===== config.mk =====
export PLATFORM = sky130hd
export DESIGN_NAME = uart_rx_frontend
export DESIGN_NICKNAME = d
export VERILOG_FILES = /design/src/rtl/uart_rx_frontend.sv
export SDC_FILE = /design/constraint.sdc
export NUM_CORES = 1
export LEC_CHECK = 0
export CAP_MARGIN = 20
export CELL_PAD_IN_SITES_DETAIL_PLACEMENT = 2
export CELL_PAD_IN_SITES_GLOBAL_PLACEMENT = 2
export CORE_MARGIN = 3
export CORE_UTILIZATION = 38
export DETAILED_ROUTE_END_ITERATION = 6
export PLACE_DENSITY_LB_ADDON = 0.1
export SETUP_SLACK_MARGIN = 0.2
export SLEW_MARGIN = 10
export SYNTH_ARGS = -nofsm -noshare
export SYNTH_HDL_FRONTEND = slang
export SYNTH_SLANG_ARGS = --single-unit

===== constraint.sdc =====
create_clock -name clk -period 3.6 [get_ports clk]
set_clock_uncertainty 0.05 [all_clocks]
set_input_delay 0.72 -clock clk [delete_from_list [all_inputs] [get_ports clk]]
set_output_delay 0.72 -clock clk [all_outputs]
set_load 0.05 [all_outputs]

===== src/rtl/uart_rx_frontend.sv =====
// UART receive front end: synchronises RX, validates start bits, samples 8N1 frames at mid-bit
// and hands each good byte to the controller as o_rx/o_irq with framing-error and overrun reporting.
module uart_rx_frontend #(
    parameter int CLKS_PER_BIT = 87,
    parameter int CNT_W        = 16
) (
    input  logic       clk,
    input  logic       rst_n,
    input  logic       i_rxd,
    input  logic       i_rx_finish,
    output logic [7:0] o_rx,
    output logic       o_irq,
    output logic       o_rx_busy,
    output logic       o_frame_err,
    output logic       o_overrun
);

    typedef enum logic [2:0] {
        ST_IDLE  = 3'd0,
        ST_START = 3'd1,
        ST_DATA  = 3'd2,
        ST_STOP  = 3'd3,
        ST_BREAK = 3'd4
    } state_t;

    localparam logic [CNT_W-1:0] HALF_M1 = CNT_W'(CLKS_PER_BIT / 2 - 1);
    localparam logic [CNT_W-1:0] FULL_M1 = CNT_W'(CLKS_PER_BIT - 1);

    logic             r_sync1;
    logic             r_sync2;
    state_t           r_state;
    logic [CNT_W-1:0] r_cnt;
    logic [2:0]       r_bit_idx;
    logic [7:0]       r_shift;
    logic [7:0]       r_rx;
    logic             r_irq;
    logic             r_busy;
    logic             r_frame_err;
    logic             r_overrun;

    logic             w_half_hit;
    logic             w_full_hit;
    logic [CNT_W-1:0] w_cnt_inc;

    assign w_half_hit = (r_cnt == HALF_M1);
    assign w_full_hit = (r_cnt == FULL_M1);
    assign w_cnt_inc  = r_cnt + {{(CNT_W-1){1'b0}}, 1'b1};

    // Two-flop synchroniser on the asynchronous RX pin, idle-high reset value.
    always_ff @(posedge clk or negedge rst_n) begin
        if (!rst_n) begin
            r_sync1 <= 1'b1;
            r_sync2 <= 1'b1;
        end else begin
            r_sync1 <= i_rxd;
            r_sync2 <= r_sync1;
        end
    end

    // Receive FSM with all status outputs registered alongside the state.
    always_ff @(posedge clk or negedge rst_n) begin
        if (!rst_n) begin
            r_state     <= ST_IDLE;
            r_cnt       <= {CNT_W{1'b0}};
            r_bit_idx   <= 3'd0;
            r_shift     <= 8'h00;
            r_rx        <= 8'h00;
            r_irq       <= 1'b0;
            r_busy      <= 1'b0;
            r_frame_err <= 1'b0;
            r_overrun   <= 1'b0;
        end else begin
            r_overrun <= 1'b0;
            // A load in STOP below overrides this clear when both coincide.
            if (i_rx_finish && r_irq) begin
                r_irq <= 1'b0;
            end else begin
                r_irq <= r_irq;
            end

            case (r_state)
                ST_IDLE: begin
                    if (!r_sync2) begin
                        r_state <= ST_START;
                        r_cnt   <= {CNT_W{1'b0}};
                        r_busy  <= 1'b1;
                    end else begin
                        r_busy  <= 1'b0;
                    end
                end
                ST_START: begin
                    if (w_half_hit) begin
                        if (!r_sync2) begin
                            r_frame_err <= 1'b0;
                            r_cnt       <= {CNT_W{1'b0}};
                            r_bit_idx   <= 3'd0;
                            r_state     <= ST_DATA;
                        end else begin
                            r_state     <= ST_IDLE;
                            r_busy      <= 1'b0;
                        end
                    end else begin
                        r_cnt <= w_cnt_inc;
                    end
                end
                ST_DATA: begin
                    if (w_full_hit) begin
                        r_shift   <= {r_sync2, r_shift[7:1]};
                        r_cnt     <= {CNT_W{1'b0}};
                        r_bit_idx <= r_bit_idx + 3'd1;
                        if (r_bit_idx == 3'd7) begin
                            r_state <= ST_STOP;
                        end else begin
                            r_state <= ST_DATA;
                        end
                    end else begin
                        r_cnt <= w_cnt_inc;
                    end
                end
                ST_STOP: begin
                    if (w_full_hit) begin
                        r_cnt <= {CNT_W{1'b0}};
                        if (r_sync2) begin
                            if (!r_irq || i_rx_finish) begin
                                r_rx  <= r_shift;
                                r_irq <= 1'b1;
                            end else begin
                                r_overrun <= 1'b1;
                            end
                            r_state <= ST_IDLE;
                            r_busy  <= 1'b0;
                        end else begin
                            r_frame_err <= 1'b1;
                            r_state     <= ST_BREAK;
                        end
                    end else begin
                        r_cnt <= w_cnt_inc;
                    end
                end
                ST_BREAK: begin
                    // Busy stays high with frame_err until the line returns to idle.
                    if (r_sync2) begin
                        r_state <= ST_IDLE;
                        r_busy  <= 1'b0;
                    end else begin
                        r_state <= ST_BREAK;
                    end
                end
                default: begin
                    r_state <= ST_IDLE;
                    r_busy  <= 1'b0;
                    r_cnt   <= {CNT_W{1'b0}};
                end
            endcase
        end
    end

    assign o_rx        = r_rx;
    assign o_irq       = r_irq;
    assign o_rx_busy   = r_busy;
    assign o_frame_err = r_frame_err;
    assign o_overrun   = r_overrun;

endmodule


==> key figures, run 1 <==
Status
  • Outcome: complete, no violations

Floorplan
  • Core footprint: about 5600 um^2
  • Die width: roughly 83 um
  • Die Span Y: about 83 um
  • Die area: around 6900 um^2
  • Initial Util: 0.403
  • Row count: 27
  • Boundary Pins: 16

Setup path
  • Required time of the critical path: roughly 3700 ps
  • Worst path slowest cell: or4bb_1
  • Crit path kind: flop to flop
  • Worst Setup SP: r_cnt[0]
  • Crit path capture type: flop
  • Top delay family on crit path: simple AND/OR/NAND/NOR gates
  • Crit Path Max Fanout: 20
  • Worst Setup EP: r_cnt[3]
  • Setup slack, reg-to-reg: about 660 ps
  • Arrival time worst endpoint: slightly above 3000 ps
  • Startpoint class of the critical path: flop
  • R2R Path End: r_cnt[3]
  • Max stage delay on crit path: 550 ps
  • WP buf/inv: 1
  • Worst Reg-to-Reg Cells: 7
  • Levels on crit path: 7
  • CP cell instances: inv_1 -> ha_1 -> or4bb_1 -> or4_1 -> a32o_1 -> a41oi_1 -> a31oi_1
  • RR Startpoint: r_cnt[0]

Synth
  • Mean Syn Cell Area: approximately 10 um^2
  • Cell taking the most area after synthesis: dfrtp_1
  • Ranking of synthesized cells by area: dfrtp_1 (46%), mux2_2 (7.9%), nor2_1 (3.1%), a21oi_1 (3.1%), nand2_1 (2.8%)
  • Post-synthesis cell count: 220
  • Synth Cell Area: approximately 2300 um^2
  • Top cell type's share of synthesized area: 0.463
  • Synth cell types: between 40 and 50
  • Syn_nets: around 230
  • FF+latch count, synth: 44
  • Yosys warnings: 0
  • Seq/Total Area, Yosys: 0.486

Route
  • Vias: between 1,500 and 2,000
  • DRT Wirelength: about 6 mm
  • Via density per instance: 5.78
  • 1st-iter DRT viols: 70
  • Post-DR wirelength/cell: just under 20 um
  • Antenna Nets Post-Route: 0
  • DR pass1 iterations: 4
  • Drc violations: 0

Min path
  • Hold Crit Class: input pin to async pin

Run
  • Max cap viols: 0

STA
  • Slew Limit Fails: 0
  • Worst rel slew slack: 0.333
  • # setup viols final: 0
  • Total negative slack: 0 ps
  • Worst Max-Slew Pin Slew: roughly 1000 ps
  • Period minus WS final: roughly 2900 ps
  • PnR worst setup slack: approximately 660 ps
  • Fmax: approximately 340 MHz
  • Final hold violations: 0
  • Fin crit share: 0.818
  • RSZ-0062 raised after global routing: false

Final layout
  • Layout Utilization: 0.454
  • Layout Cells excl Fill: between 300 and 400
  • Nets: 238
  • Share of cells above drive strength 1: 0.160
  • Commonest non-fill, non-tap cell in the layout: dfrtp_1
  • # fillers: ~610
  • Antenna diodes: 0
  • Final instance area: between 2000 and 3000 um^2
  • Most frequent cells in the layout: dfrtp_1 (42), nor2_1 (19), nand2_1 (17)
  • Area growth syn-to-layout: 12.7%

Global route
  • Pin count of the biggest net entering global routing: 45
  • Total gr overflow: 0
  • Vias in the first global route: just over 2,000
  • Antenna violations before repair: 0
  • First-pass GRT wire length: ~10 mm
  • Total track usage: 0.185

Clocking
  • CTS sink cnt: 44
  • CTS Buffer Depth: 2
  • Setup bufs post-CTS: 0
  • Worst-Skew Late Latency: 300 ps
  • CTS tree: built
  • H-tree depth: 2
  • Root Buffer: clkbuf_8
  • TritonCTS Buffers: 5
  • # hold bufs at CTS: 0
  • Worst-path clk slew: about 90 ps
  • Post-CTS Resized: 0

Place
  • Placed cell area: 2420 um^2
  • Dpl hpwl: about 4.2 mm
  • Setup WS pre-CTS: around 650 ps
  • Routability Congestion: 0.794
  • Cells after DPL: 294
  • Port Buf Inserts: 15

Power
  • IR drop worst, VDD: about 180 uV
  • Leak Pwr: between 1 and 1.5 nW
  • Pwr Density: 424 nW/um^2
-- area by class of cell --
class	count	area (um^2)	share of cell area
sequential	44	1100	0.431
multi-input combinational	154	1050	0.411
timing repair buffer	16	165	0.0645
inverter	9	33.8	0.0132
clock inverter	3	46.3	0.0181
clock buffer	5	68.8	0.0269
tap	72	90.1	0.0352
-- worst reg2reg max path: stages, from the launching register on --
cell and delay (ps):
dfrtp_1 430, inv_1 120, ha_1 190, or4bb_1 550
or4_1 550, a32o_1 510, a41oi_1 350, a31oi_1 60
-- synth_stat cells, drive strengths merged --
cell / instances
o2bb2ai: 1
or3b: 1
dfrtp: 42
or3: 2
nand2: 17
nand4: 2
a211oi: 1
clkbuf: 7
or4b: 1
a21o: 4
o211ai: 1
o32a: 1
a32oi: 1
nor3b: 1
a22o: 2
o311ai: 1
nand3: 10
o22ai: 1
a221oi: 1
a311oi: 1
nand2b: 3
inv: 9
mux2i: 1
o21ai: 10
a21oi: 14
a31oi: 6
nor2b: 2
or4bb: 2
and3: 2
o32ai: 1
a32o: 1
nor4: 8
a21boi: 1
or4: 4
a41oi: 3
dfstp: 2
nor3: 2
nor2: 19
nand3b: 5
mux2: 17
ha: 4
buf: 6
-- kinds of logic after synthesis --
family	count (synthesis)	synth area share
flops	44	0.486
buf+inv	22	0.0507
mux	18	0.0904
fa+ha+maj	4	0.0220
compound gates	51	0.155
simple gates	81	0.196
-- worst min path at each step --
stage / end / cells past startpoint / startpoint / slack (ps)
2_1_floorplan: r_sync2 / 0 / r_sync1 / 300
3_3_place_gp: r_sync2 / 0 / r_sync1 / 300
3_5_place_dp: r_sync2 / 0 / r_sync1 / 300
4_1_cts: r_sync2 / 0 / r_sync1 / 310
5_1_grt: r_cnt[15] / 1 / rst_n / 240
6_report: r_cnt[15] / 1 / rst_n / 230
-- flip-flops by register name, indices dropped and copies added (netlist names) --
name and cells:
o_rx 8, r_cnt 16, r_shift 8, o_overrun 1, r_sync2 1, r_bit_idx 3
o_frame_err 1, r_state 3, o_irq 1, o_rx_busy 1, r_sync1 1
-- metrics by stage --
step | hold slack, ps | power (mW)
floorplan | 295 | 0.653
global placement | 296 | 0.688
detailed placement | 298 | 0.700
CTS | 312 | 1.10
global route | 239 | 1.14
finish | 229 | 1.09
-- where the power goes --
part	leakage [nW]	switching, mW	internal, mW	total, mW
registers	0.592	0.0408	0.515	0.555
logic	0.470	0.0799	0.0557	0.136
clock network	0.0548	0.186	0.209	0.395
total	1.12	0.306	0.780	1.09
-- metal layers --
| layer | wire (um) | share of wire | GRT usage | vias to the layer above |
|---|---|---|---|---|
| li1 | - | - | - | 825 |
| met1 | 2620 | 0.44 | 0.223 | 902 |
| met2 | 3200 | 0.53 | 0.342 | 18 |
| met3 | 122 | 0.020 | 0.0278 | 6 |
| met4 | 64 | 0.011 | 0.0446 | 0 |
| met5 | 0 | 0 | 0 | - |
(Power assumes the default switching activity.)
==> run 2, diff against run 1 <==
--- a/config.mk
+++ b/config.mk
@@ -9,7 +9,7 @@
 export CELL_PAD_IN_SITES_DETAIL_PLACEMENT = 2
 export CELL_PAD_IN_SITES_GLOBAL_PLACEMENT = 2
 export CORE_MARGIN = 3
-export CORE_UTILIZATION = 38
+export CORE_UTILIZATION = 34
 export DETAILED_ROUTE_END_ITERATION = 6
 export PLACE_DENSITY_LB_ADDON = 0.1
 export SETUP_SLACK_MARGIN = 0.2
==> constraint.sdc (replaced) <==
create_clock -name clk -period 2.6 [get_ports clk]
set_clock_uncertainty 0.05 [all_clocks]
set_input_delay 0.52 -clock clk [delete_from_list [all_inputs] [get_ports clk]]
set_output_delay 0.52 -clock clk [all_outputs]
set_load 0.05 [all_outputs]
==> run 2 against run 1 <==
Effect of this change: non-clock buffer count rose by 36; the run now ends with negative setup slack left; routed wire length rose by 28%; core utilization up 2.3 points; sequential cell count did not move; largest power group unchanged; combinational power grew 150%; worst setup slack worse by 690 ps; sequential power grew 36%; design area increased by 20%.
==> key figures, run 2 (synthesis gave the netlist of run 1 again) <==
Setup path
  • Crit Path Max Fanout: 3
  • Max stage delay on crit path: 540 ps
  • Crit path kind: flop to flop
  • Worst path slowest cell: or4bb_4
  • Required time of the critical path: 2750 ps
  • Crit path capture type: flop
  • Arrival time worst endpoint: approximately 2800 ps
  • WP buf/inv: 2
  • Startpoint class of the critical path: flop
  • CP cell instances: inv_2 -> ha_4 -> or4bb_4 -> or4_4 -> buf_6 -> a32oi_4 -> nand3_2 -> mux2_4
  • Top delay family on crit path: simple AND/OR/NAND/NOR gates

Power
  • Comb pwr share: 0.203
  • Net Sw Frac: 0.299
  • NetSw: around 0.49 mW
  • Clock network fraction of design power: 0.340
  • Internal power: 1.16 mW
  • Pwr Density: roughly 540 nW/um^2
  • Leak Pwr: about 1.4 nW
  • IR drop worst, VDD: around 350 uV
  • Reg power frac: 0.457
  • Pwr Total: ~1.6 mW

Final layout
  • Top reg by flops: r_cnt
  • Final instance area: slightly above 3000 um^2
  • Most frequent cells in the layout: dfrtp_1 (42), buf_4 (26), nor2_1 (19)
  • Nets: around 270
  • Number of flip-flops in the largest register: 16
  • Multi-input logic area: approximately 1200 um^2
  • Commonest non-fill, non-tap cell in the layout: dfrtp_1
  • Antenna diodes: 0
  • Area growth syn-to-layout: 34.8%
  • Share of cells above drive strength 1: 0.390
  • Register area: about 1100 um^2
  • # fillers: approximately 650
  • Layout Cells excl Fill: between 300 and 400

Place
  • Placed cell area: 2720 um^2
  • Port Buf Inserts: 15
  • Dpl hpwl: between 4 and 5 mm
  • Cells after DPL: 330
  • Routability Congestion: slightly below 0.8

Global route
  • Antenna violations before repair: 0
  • Pin count of the biggest net entering global routing: 45
  • First-pass GRT wire length: ~12 mm
  • Total track usage: 0.202
  • Total gr overflow: 0
  • Vias in the first global route: between 2,000 and 2,500

STA
  • PnR worst setup slack: -34.2 ps
  • # setup viols final: 3
  • Worst Max-Slew Pin Slew: a little under 700 ps
  • Period minus WS final: about 2600 ps
  • Worst rel slew slack: 0.537
  • RSZ-0062 raised after global routing: true
  • Fmax: around 380 MHz
  • Fin crit share: 1.01
  • Final hold violations: 0
  • Slew Limit Fails: 0

Route
  • Vias: between 1,500 and 2,000
  • 1st-iter DRT viols: 60
  • Drc violations: 0
  • Post-DR wirelength/cell: between 20 and 25 um
  • DR pass1 iterations: 4
  • Via density per instance: between 5 and 6
  • Antenna Nets Post-Route: 0
  • DRT Wirelength: about 7.7 mm

Clocking
  • # hold bufs at CTS: 0
  • CTS tree: built
  • Worst-Skew Late Latency: a little over 300 ps
  • Root Buffer: clkbuf_8
  • CTS Buffer Depth: 2
  • Worst-path clk slew: 100 ps
  • H-tree depth: 2
  • CTS sink cnt: 44
  • TritonCTS Buffers: 5

Min path
  • Hold Crit Class: input pin to async pin

Floorplan
  • Core footprint: between 6000 and 7000 um^2
  • Die area: about 7700 um^2
  • Die Span Y: 87.7 um
  • Row count: 29
  • Boundary Pins: 16
  • Initial Util: 0.354
  • Die width: roughly 88 um

Run
  • Max cap viols: 0

Status
  • Outcome: finished with violations
  • Failing checks: negative setup slack
## run 2: cell count changes in the layout (fill, tap and decap cells not counted), sizes merged
cell    delta
clkbuf     +1
buf       +35
## run 2: cell type report
type	instances	area share
clock buffers	5	0.0225
clock inverters	3	0.0151
inverters	9	0.0110
multi-input cells	154	0.395
flip-flops and latches	44	0.360
well taps	77	0.0315
repair buffers	52	0.165
## run 2: layer usage
metal / global-route usage / wire length (um)
met1: 0.254 / 3290
met2: 0.365 / 4170
met5: 0 / 0
met4: 0.0335 / 27
met3: 0.0367 / 181
## run 2: what timing repair did
item | 4_1_cts | 5_1_grt
resized for setup | 18 | 30
pin swaps | 6 | 11
cloned | 0 | 1
setup buffers | 3 | 2
endpoints found under the setup margin | 38 | 39
## run 2: per-stage QoR
stage	setup TNS, ps	util	hold WS, ps	setup WS [ps]
after floorplan	0	-	174	97.1
after global placement	0	0.423	300	90.7
after detailed placement	-107	0.423	302	-40.4
after CTS	-4.54	0.454	142	-4.54
after global routing	-1200	0.477	131	-108
final	-39.7	0.477	114	-34.2
## run 2: worst paths after layout
path	start	to	slack (ps)	depth (start not counted)
max	r_cnt[0]	o_frame_err	-30	8
min	rst_n	r_cnt[6]	110	2
max reg2reg	r_cnt[0]	o_frame_err	-30	8
min reg2reg	r_sync1	r_sync2	310	0
max in group asynchronous	rst_n	r_sync2	2100	2
min in group clk	r_sync1	r_sync2	310	0
## run 2: power by group through the flow
stage / Sequential, mW / Clock [mW] / Combinational [mW]
after global placement: 0.760 / 0 / 0.252
final: 0.753 / 0.561 / 0.334
after CTS: 0.752 / 0.571 / 0.286
after floorplan: 0.771 / 0 / 0.141
after detailed placement: 0.764 / 0 / 0.267
after global routing: 0.759 / 0.602 / 0.363
